<file path="src/rtl/mips_pkg.sv">
// -----------------------------------------------------------------------------
// mips_pkg
// Shared definitions for the MIPS core hazard logic:
//   - operand-forward select encodings (FWD_REGFILE / FWD_MEM / FWD_WB)
//   - hazard FSM state enum (RUN, WAIT)
//   - scoreboard entry struct {valid, addr, load} and its width
//   - entry_match(): true when a valid in-flight write targets a source read
// Optional feature macro used by the consumers of this package:
//   HAZARD_FORWARD_EN
// -----------------------------------------------------------------------------
package mips_pkg;

   localparam int REG_AW = 5;

   localparam logic [1:0] FWD_REGFILE = 2'b00;
   localparam logic [1:0] FWD_MEM     = 2'b01;
   localparam logic [1:0] FWD_WB      = 2'b10;

   typedef enum logic {
      RUN  = 1'b0,
      WAIT = 1'b1
   } hazard_state_e;

   typedef struct packed {
      logic              valid;
      logic [REG_AW-1:0] addr;
      logic              load;
   } sb_entry_t;

   localparam int SB_ENTRY_W = $bits(sb_entry_t);

   // $0 is hard-wired to zero, so a read of it never depends on anything.
   function automatic logic entry_match(input sb_entry_t e,
                                        input logic uses,
                                        input logic [REG_AW-1:0] addr);
      return uses && (addr != '0) && e.valid && (e.addr == addr);
   endfunction

endpackage

</file>
<file path="src/rtl/hazard_scoreboard.sv">
// -----------------------------------------------------------------------------
// hazard_scoreboard
// Three-entry shift register (EX, MEM, WB) of register writes in flight, and
// per-source match vectors for the instruction currently in ID.
// Ports:
//   clk, rst_n          clock, asynchronous active-low reset
//   advance_i           shift the pipeline (0 = hold every entry)
//   new_valid_i         instruction entering EX writes a register (0 = bubble)
//   new_addr_i          destination of the instruction entering EX
//   new_load_i          instruction entering EX is a load
//   uses_s_i/s_addr_i   rs read of the ID instruction
//   uses_t_i/t_addr_i   rt read of the ID instruction
//   s_match_o/t_match_o match vectors, bit0 = EX, bit1 = MEM, bit2 = WB
//   mem_load_o          the MEM entry holds a load
// -----------------------------------------------------------------------------
module hazard_scoreboard
   import mips_pkg::*;
(
   input  logic              clk,
   input  logic              rst_n,
   input  logic              advance_i,
   input  logic              new_valid_i,
   input  logic [REG_AW-1:0] new_addr_i,
   input  logic              new_load_i,
   input  logic              uses_s_i,
   input  logic [REG_AW-1:0] s_addr_i,
   input  logic              uses_t_i,
   input  logic [REG_AW-1:0] t_addr_i,
   output logic [2:0]        s_match_o,
   output logic [2:0]        t_match_o,
   output logic              mem_load_o
);

   sb_entry_t ex_q, mem_q, wb_q;
   sb_entry_t ex_d;

   // A write to $0 is discarded, so it never enters as a valid entry.
   always_comb begin
      ex_d       = '0;
      ex_d.valid = new_valid_i && (new_addr_i != '0);
      ex_d.addr  = new_addr_i;
      ex_d.load  = new_load_i;
   end

   always_ff @(posedge clk or negedge rst_n) begin
      if (!rst_n) begin
         ex_q  <= '0;
         mem_q <= '0;
         wb_q  <= '0;
      end else if (advance_i) begin
         wb_q  <= mem_q;
         mem_q <= ex_q;
         ex_q  <= ex_d;
      end
   end

   assign s_match_o = {entry_match(wb_q,  uses_s_i, s_addr_i),
                       entry_match(mem_q, uses_s_i, s_addr_i),
                       entry_match(ex_q,  uses_s_i, s_addr_i)};
   assign t_match_o = {entry_match(wb_q,  uses_t_i, t_addr_i),
                       entry_match(mem_q, uses_t_i, t_addr_i),
                       entry_match(ex_q,  uses_t_i, t_addr_i)};
   assign mem_load_o = mem_q.load;

endmodule

</file>
<file path="src/rtl/hazard_unit.sv">
// -----------------------------------------------------------------------------
// hazard_unit
// Pipeline hazard controller for the five-stage MIPS core. Decides stall,
// bubble, freeze, flush and operand-forward controls in the same cycle from
// the ID fields and the in-flight write scoreboard.
// Optional feature: `define HAZARD_FORWARD_EN enables MEM/WB forwarding;
// without it the forward selects stay at the register file and any EX or MEM
// match stalls (the register file writes through, so WB needs nothing).
// Ports:
//   clk, rst_n                 clock, asynchronous active-low reset
//   reg_s_addr/uses_s          rs read of the ID instruction
//   reg_t_addr/uses_t          rt read of the ID instruction
//   reg_d_we/reg_d_addr        destination write of the ID instruction
//   reg_d_data_sel             ID instruction is a load
//   jump                       taken branch/jump resolved in ID
//   mem_req/mem_ready          data-memory access and completion in MEM
//   stall_if/stall_id          hold PC / IF/ID register
//   bubble_ex                  load a NOP into ID/EX
//   freeze                     hold ID/EX, EX/MEM, MEM/WB
//   flush_id                   replace IF/ID with a NOP
//   fwd_s_sel/fwd_t_sel        operand source for rs/rt
// Handshake: a memory access that is requested (mem_req) but not completed
// (mem_ready low) freezes the back end that cycle; the access completes on
// the first cycle mem_ready is high, with no freeze in that cycle.
// -----------------------------------------------------------------------------
module hazard_unit
   import mips_pkg::*;
(
   input  logic              clk,
   input  logic              rst_n,
   input  logic [REG_AW-1:0] reg_s_addr,
   input  logic [REG_AW-1:0] reg_t_addr,
   input  logic              uses_s,
   input  logic              uses_t,
   input  logic              reg_d_we,
   input  logic [REG_AW-1:0] reg_d_addr,
   input  logic              reg_d_data_sel,
   input  logic              jump,
   input  logic              mem_req,
   input  logic              mem_ready,
   output logic              stall_if,
   output logic              stall_id,
   output logic              bubble_ex,
   output logic              freeze,
   output logic              flush_id,
   output logic [1:0]        fwd_s_sel,
   output logic [1:0]        fwd_t_sel
);

   hazard_state_e state_q;
   logic [2:0]    s_match, t_match;
   logic          mem_load;
   logic          freeze_c, hazard_c;
   logic          stall_s, stall_t;

   assign freeze_c = mem_req & ~mem_ready;

   // The state only tracks the memory wait; freeze itself is decided from the
   // same-cycle handshake so the first wait cycle is covered too.
   always_ff @(posedge clk or negedge rst_n) begin
      if (!rst_n) begin
         state_q <= RUN;
      end else begin
         case (state_q)
            RUN:     if (freeze_c)  state_q <= WAIT;
            WAIT:    if (mem_ready) state_q <= RUN;
            default:                state_q <= RUN;
         endcase
      end
   end

   hazard_scoreboard u_sb (
      .clk        (clk),
      .rst_n      (rst_n),
      .advance_i  (~freeze_c),
      .new_valid_i(reg_d_we & ~hazard_c),
      .new_addr_i (reg_d_addr),
      .new_load_i (reg_d_data_sel),
      .uses_s_i   (uses_s),
      .s_addr_i   (reg_s_addr),
      .uses_t_i   (uses_t),
      .t_addr_i   (reg_t_addr),
      .s_match_o  (s_match),
      .t_match_o  (t_match),
      .mem_load_o (mem_load)
   );

`ifdef HAZARD_FORWARD_EN
   // The youngest matching producer decides: EX is never forwardable, a load
   // in MEM has no data yet, otherwise take MEM before WB.
   assign stall_s   = s_match[0] | (s_match[1] & mem_load);
   assign stall_t   = t_match[0] | (t_match[1] & mem_load);
   assign fwd_s_sel = s_match[0] ? FWD_REGFILE :
                      s_match[1] ? (mem_load ? FWD_REGFILE : FWD_MEM) :
                      s_match[2] ? FWD_WB : FWD_REGFILE;
   assign fwd_t_sel = t_match[0] ? FWD_REGFILE :
                      t_match[1] ? (mem_load ? FWD_REGFILE : FWD_MEM) :
                      t_match[2] ? FWD_WB : FWD_REGFILE;
`else
   logic unused_nofwd;
   assign unused_nofwd = &{1'b0, s_match[2], t_match[2], mem_load, state_q};
   assign stall_s   = s_match[0] | s_match[1];
   assign stall_t   = t_match[0] | t_match[1];
   assign fwd_s_sel = FWD_REGFILE;
   assign fwd_t_sel = FWD_REGFILE;
`endif

   assign hazard_c  = stall_s | stall_t;

   // Freeze wins over a data hazard: hold everything, insert no bubble.
   assign freeze    = freeze_c;
   assign stall_if  = freeze_c | hazard_c;
   assign stall_id  = freeze_c | hazard_c;
   assign bubble_ex = ~freeze_c & hazard_c;
   assign flush_id  = jump & ~stall_id & ~freeze_c;

endmodule

</file>
<file path="config.mk">
export PLATFORM = sky130hd
export DESIGN_NAME = hazard_unit
export DESIGN_NICKNAME = d
export VERILOG_FILES = /design/src/rtl/mips_pkg.sv /design/src/rtl/hazard_scoreboard.sv /design/src/rtl/hazard_unit.sv
export SDC_FILE = /design/constraint.sdc
export NUM_CORES = 1
export LEC_CHECK = 0
export ABC_CLOCK_PERIOD_IN_PS = 2050
export BUFFER_PORTS_ARGS = -buffer_cell sky130_fd_sc_hd__buf_2
export CORE_MARGIN = 10
export CORE_UTILIZATION = 40
export DETAILED_ROUTE_END_ITERATION = 6
export PLACE_DENSITY = 0.65
export SLEW_MARGIN = 5
export SYNTH_ARGS = -nofsm -noshare
export SYNTH_HDL_FRONTEND = slang
export SYNTH_HIERARCHICAL = 1
export SYNTH_SLANG_ARGS = --single-unit
export TNS_END_PERCENT = 20
</file>
<file path="constraint.sdc">
create_clock -name clk -period 2.05 [get_ports clk]
set_clock_uncertainty 0.05 [all_clocks]
set_input_delay 0.1025 -clock clk [delete_from_list [all_inputs] [get_ports clk]]
set_output_delay 0.1025 -clock clk [all_outputs]
set_load 0.02 [all_outputs]
</file>
==> out/qor.tcl <==
set qor(wire_per_inst_um) 14.2
set qor(numClockSinks) 12
set qor(fp.dieW_um) 65.1
set qor(worstMarginPinSlew_ns) 0.629
set qor(flow.area_growth_from_synthesis_pct) 27.2
set qor(layout-drive-gt1-share) 0.476
set qor(cts.htree.levels) 1
set qor(clkLatencyLatePin_ns) 0.27
set qor(ctsLongestPathBuffers) 2
set qor(slew_violations) 0
set qor(via_count_of_the_first_global_routing_pass) 723
set qor(crit_required_ns) 1.90
set qor(hold_viol) 0
set qor(tritoncts_clock_tree) {yes}
set qor(outcome) {completed}
set qor(worst_setup_path_end_kind) {output pin}
set qor(cp.arrival_ns) 1.79
set qor(syn-cell-area_um2) 815
set qor(layout_worst_path_cycle_share) 0.948
set qor(avgSynthCellArea_um2) 10.7
set qor(drt-pass1-iter-count) 3
set qor(routed_wl_mm) 1.87
set qor(drc) 0
set qor(clockRootBuffer) {sky130_fd_sc_hd__clkbuf_4}
set qor(drt.antenna.violating_nets) 0
set qor(num_rows) 16
set qor(holdPathStages) 2
set qor(die_area_mm2) 0.00424
set qor(numCtsBuffers) 3
set qor(final_util) 0.534
set qor(diodes) 0
set qor(p_per_area_mw_per_mm2) 625
set qor(chipHeight_um) 65.1
set qor(grt_pass1_wl_mm) 3.02
set qor(slew_hr) 0.581
set qor(path_max_fanout) 4
set qor(slowest_stage) {sky130_fd_sc_hd__dfrtp_1}
set qor(critical_path_source_type) {flop}
set qor(worst_hold_path_type) {in2reg}
set qor(timing.hold.worst_endpoint) {u_sb/ex_q[1]}
set qor(numPortBuffers) 27
set qor(timing.final.setup_violations) 0
set qor(ys.warnings.count) 6
set qor(drt_first_iter_violations) 9
set qor(r2r_setup_slack_ns) 0.24
set qor(antenna_found_initial) 0
set qor(clock_slew_seen_by_the_registers_of_the_worst_setup_and_hold_paths_ns) 0.07
set qor(peak_supply_drop_mv) 0.556
set qor(cp_cell_sequence) {xnor2_1, nand4_1, nor4_4, nor4_4, and3_1, buf_2}
set qor(max_clock_freq_mhz) 515
set qor(critPathKind) {reg2out}
set qor(overall_routing_resource_usage) 0.0863
set qor(route.detailed.vias_per_inst) 4.83
set qor(grt.overflow.total) 0
set qor(max_cap_violations) 0
set qor(worstReg2RegEnd) {u_sb/ex_q[6]}
set qor(core_area_mm2) 0.00194
set qor(routed-via-count) 637
set qor(critical-path-top-cell-by-count) {sky130_fd_sc_hd__nor4_4}
set qor(period_minus_slack_ns) 1.94
set qor(synthesis.instances) 76
set qor(r2r_cells) 8
set qor(timing.critical_path.slowest_cell_delay_ns) 0.44
set qor(r2r_start) {u_sb/ex_q[5]}
set qor(p_leak_nw) 0.448
set qor(floorplan.initialDensity) 0.419
set qor(maximum_number_of_pins_on_one_net_before_global_route_repair) 17
set qor(io-pin-count) 33
set qor(gp_routability_congestion) 0.821
set qor(p_total_mw) 0.647
set qor(holdCritStartpoint) {reg_d_addr[0]}
set qor(final_stage_net_count) 130
report_power, final:
group	internal, mW	switching, mW
logic	0.0893	0.0856
clock network	0.108	0.0746
registers	0.261	0.0288
total	0.458	0.189
stage by stage:
step           setup WS (ns)  cells  hold slack, ns  setup TNS, ns  instance area, um2
2_1_floorplan          0.333     79          -0.243              0                 826
3_3_place_gp           0.175    126         -0.0617              0                 947
3_5_place_dp           0.127    126         -0.0572              0                 947
4_1_cts               0.0174    131          0.0207              0                1000
5_1_grt              -0.0100    132          0.0210        -0.0100                1040
6_report               0.107    132          0.0245              0                1040
placed cells by master, fill, tap and decap left out, drive strengths merged:
cell         count
xor2             2
dlygate4sd3      1
nor3             2
nand2b           1
nand2            3
or4              3
o211ai           1
xnor2           18
nand4            4
nor2             1
dfrtp           12
and2             1
o21ai            3
clkbuf           4
buf             28
nor4             3
inv              2
conb             4
and3             1
mux2            11
worst max-delay path: cells and delay by family, from the launching register on:
family                    cells  cell delay, ns
and+or+nand+nor               4            0.77
DFF                           1            0.44
buffers and inverters         1            0.16
xor gates and xnor gates      1            0.16
worst max path at each step:
stage / start / end / slack (ns) / depth (start not counted)
after global routing: u_sb/ex_q[5] / flush_id / -0.01 / 6
after CTS: u_sb/ex_q[5] / flush_id / 0.02 / 6
after global placement: reg_t_addr[1] / flush_id / 0.18 / 7
final: u_sb/ex_q[5] / flush_id / 0.11 / 6
after detailed placement: reg_t_addr[1] / u_sb/ex_q[6] / 0.13 / 8
after floorplan: reg_t_addr[1] / stall_if / 0.33 / 6
sequential cells by signal, indices dropped and copies added (netlist names):
| signal | flops |
|---|---|
| u_sb/ex_q | 6 |
| u_sb/mem_q | 6 |
per-layer routing:
layer / track usage / share of wire
met5: 0 / 0
met3: 0.0339 / 0.087
met2: 0.151 / 0.48
met1: 0.0904 / 0.42
met4: 0.0348 / 0.021
cell type report:
cell class | instances | area (um2)
Tap cell | 27 | 33.8
Fill cell | 188 | 906
Sequential cell | 12 | 300
Clock buffer | 4 | 36.3
Timing Repair Buffer | 29 | 153
Inverter | 2 | 7.51
Multi-Input combinational cell | 58 | 505
repair_timing:
action / 4_1_cts / 5_1_grt
hold buffers: 1 / 0
endpoints found under the hold margin: 12 / 0
setup endpoints to repair: 3 / 4
pin swaps: 0 / 3
gates resized for setup: 1 / 4
buffers inserted: 0 / 1
(Power assumes the default switching activity.)
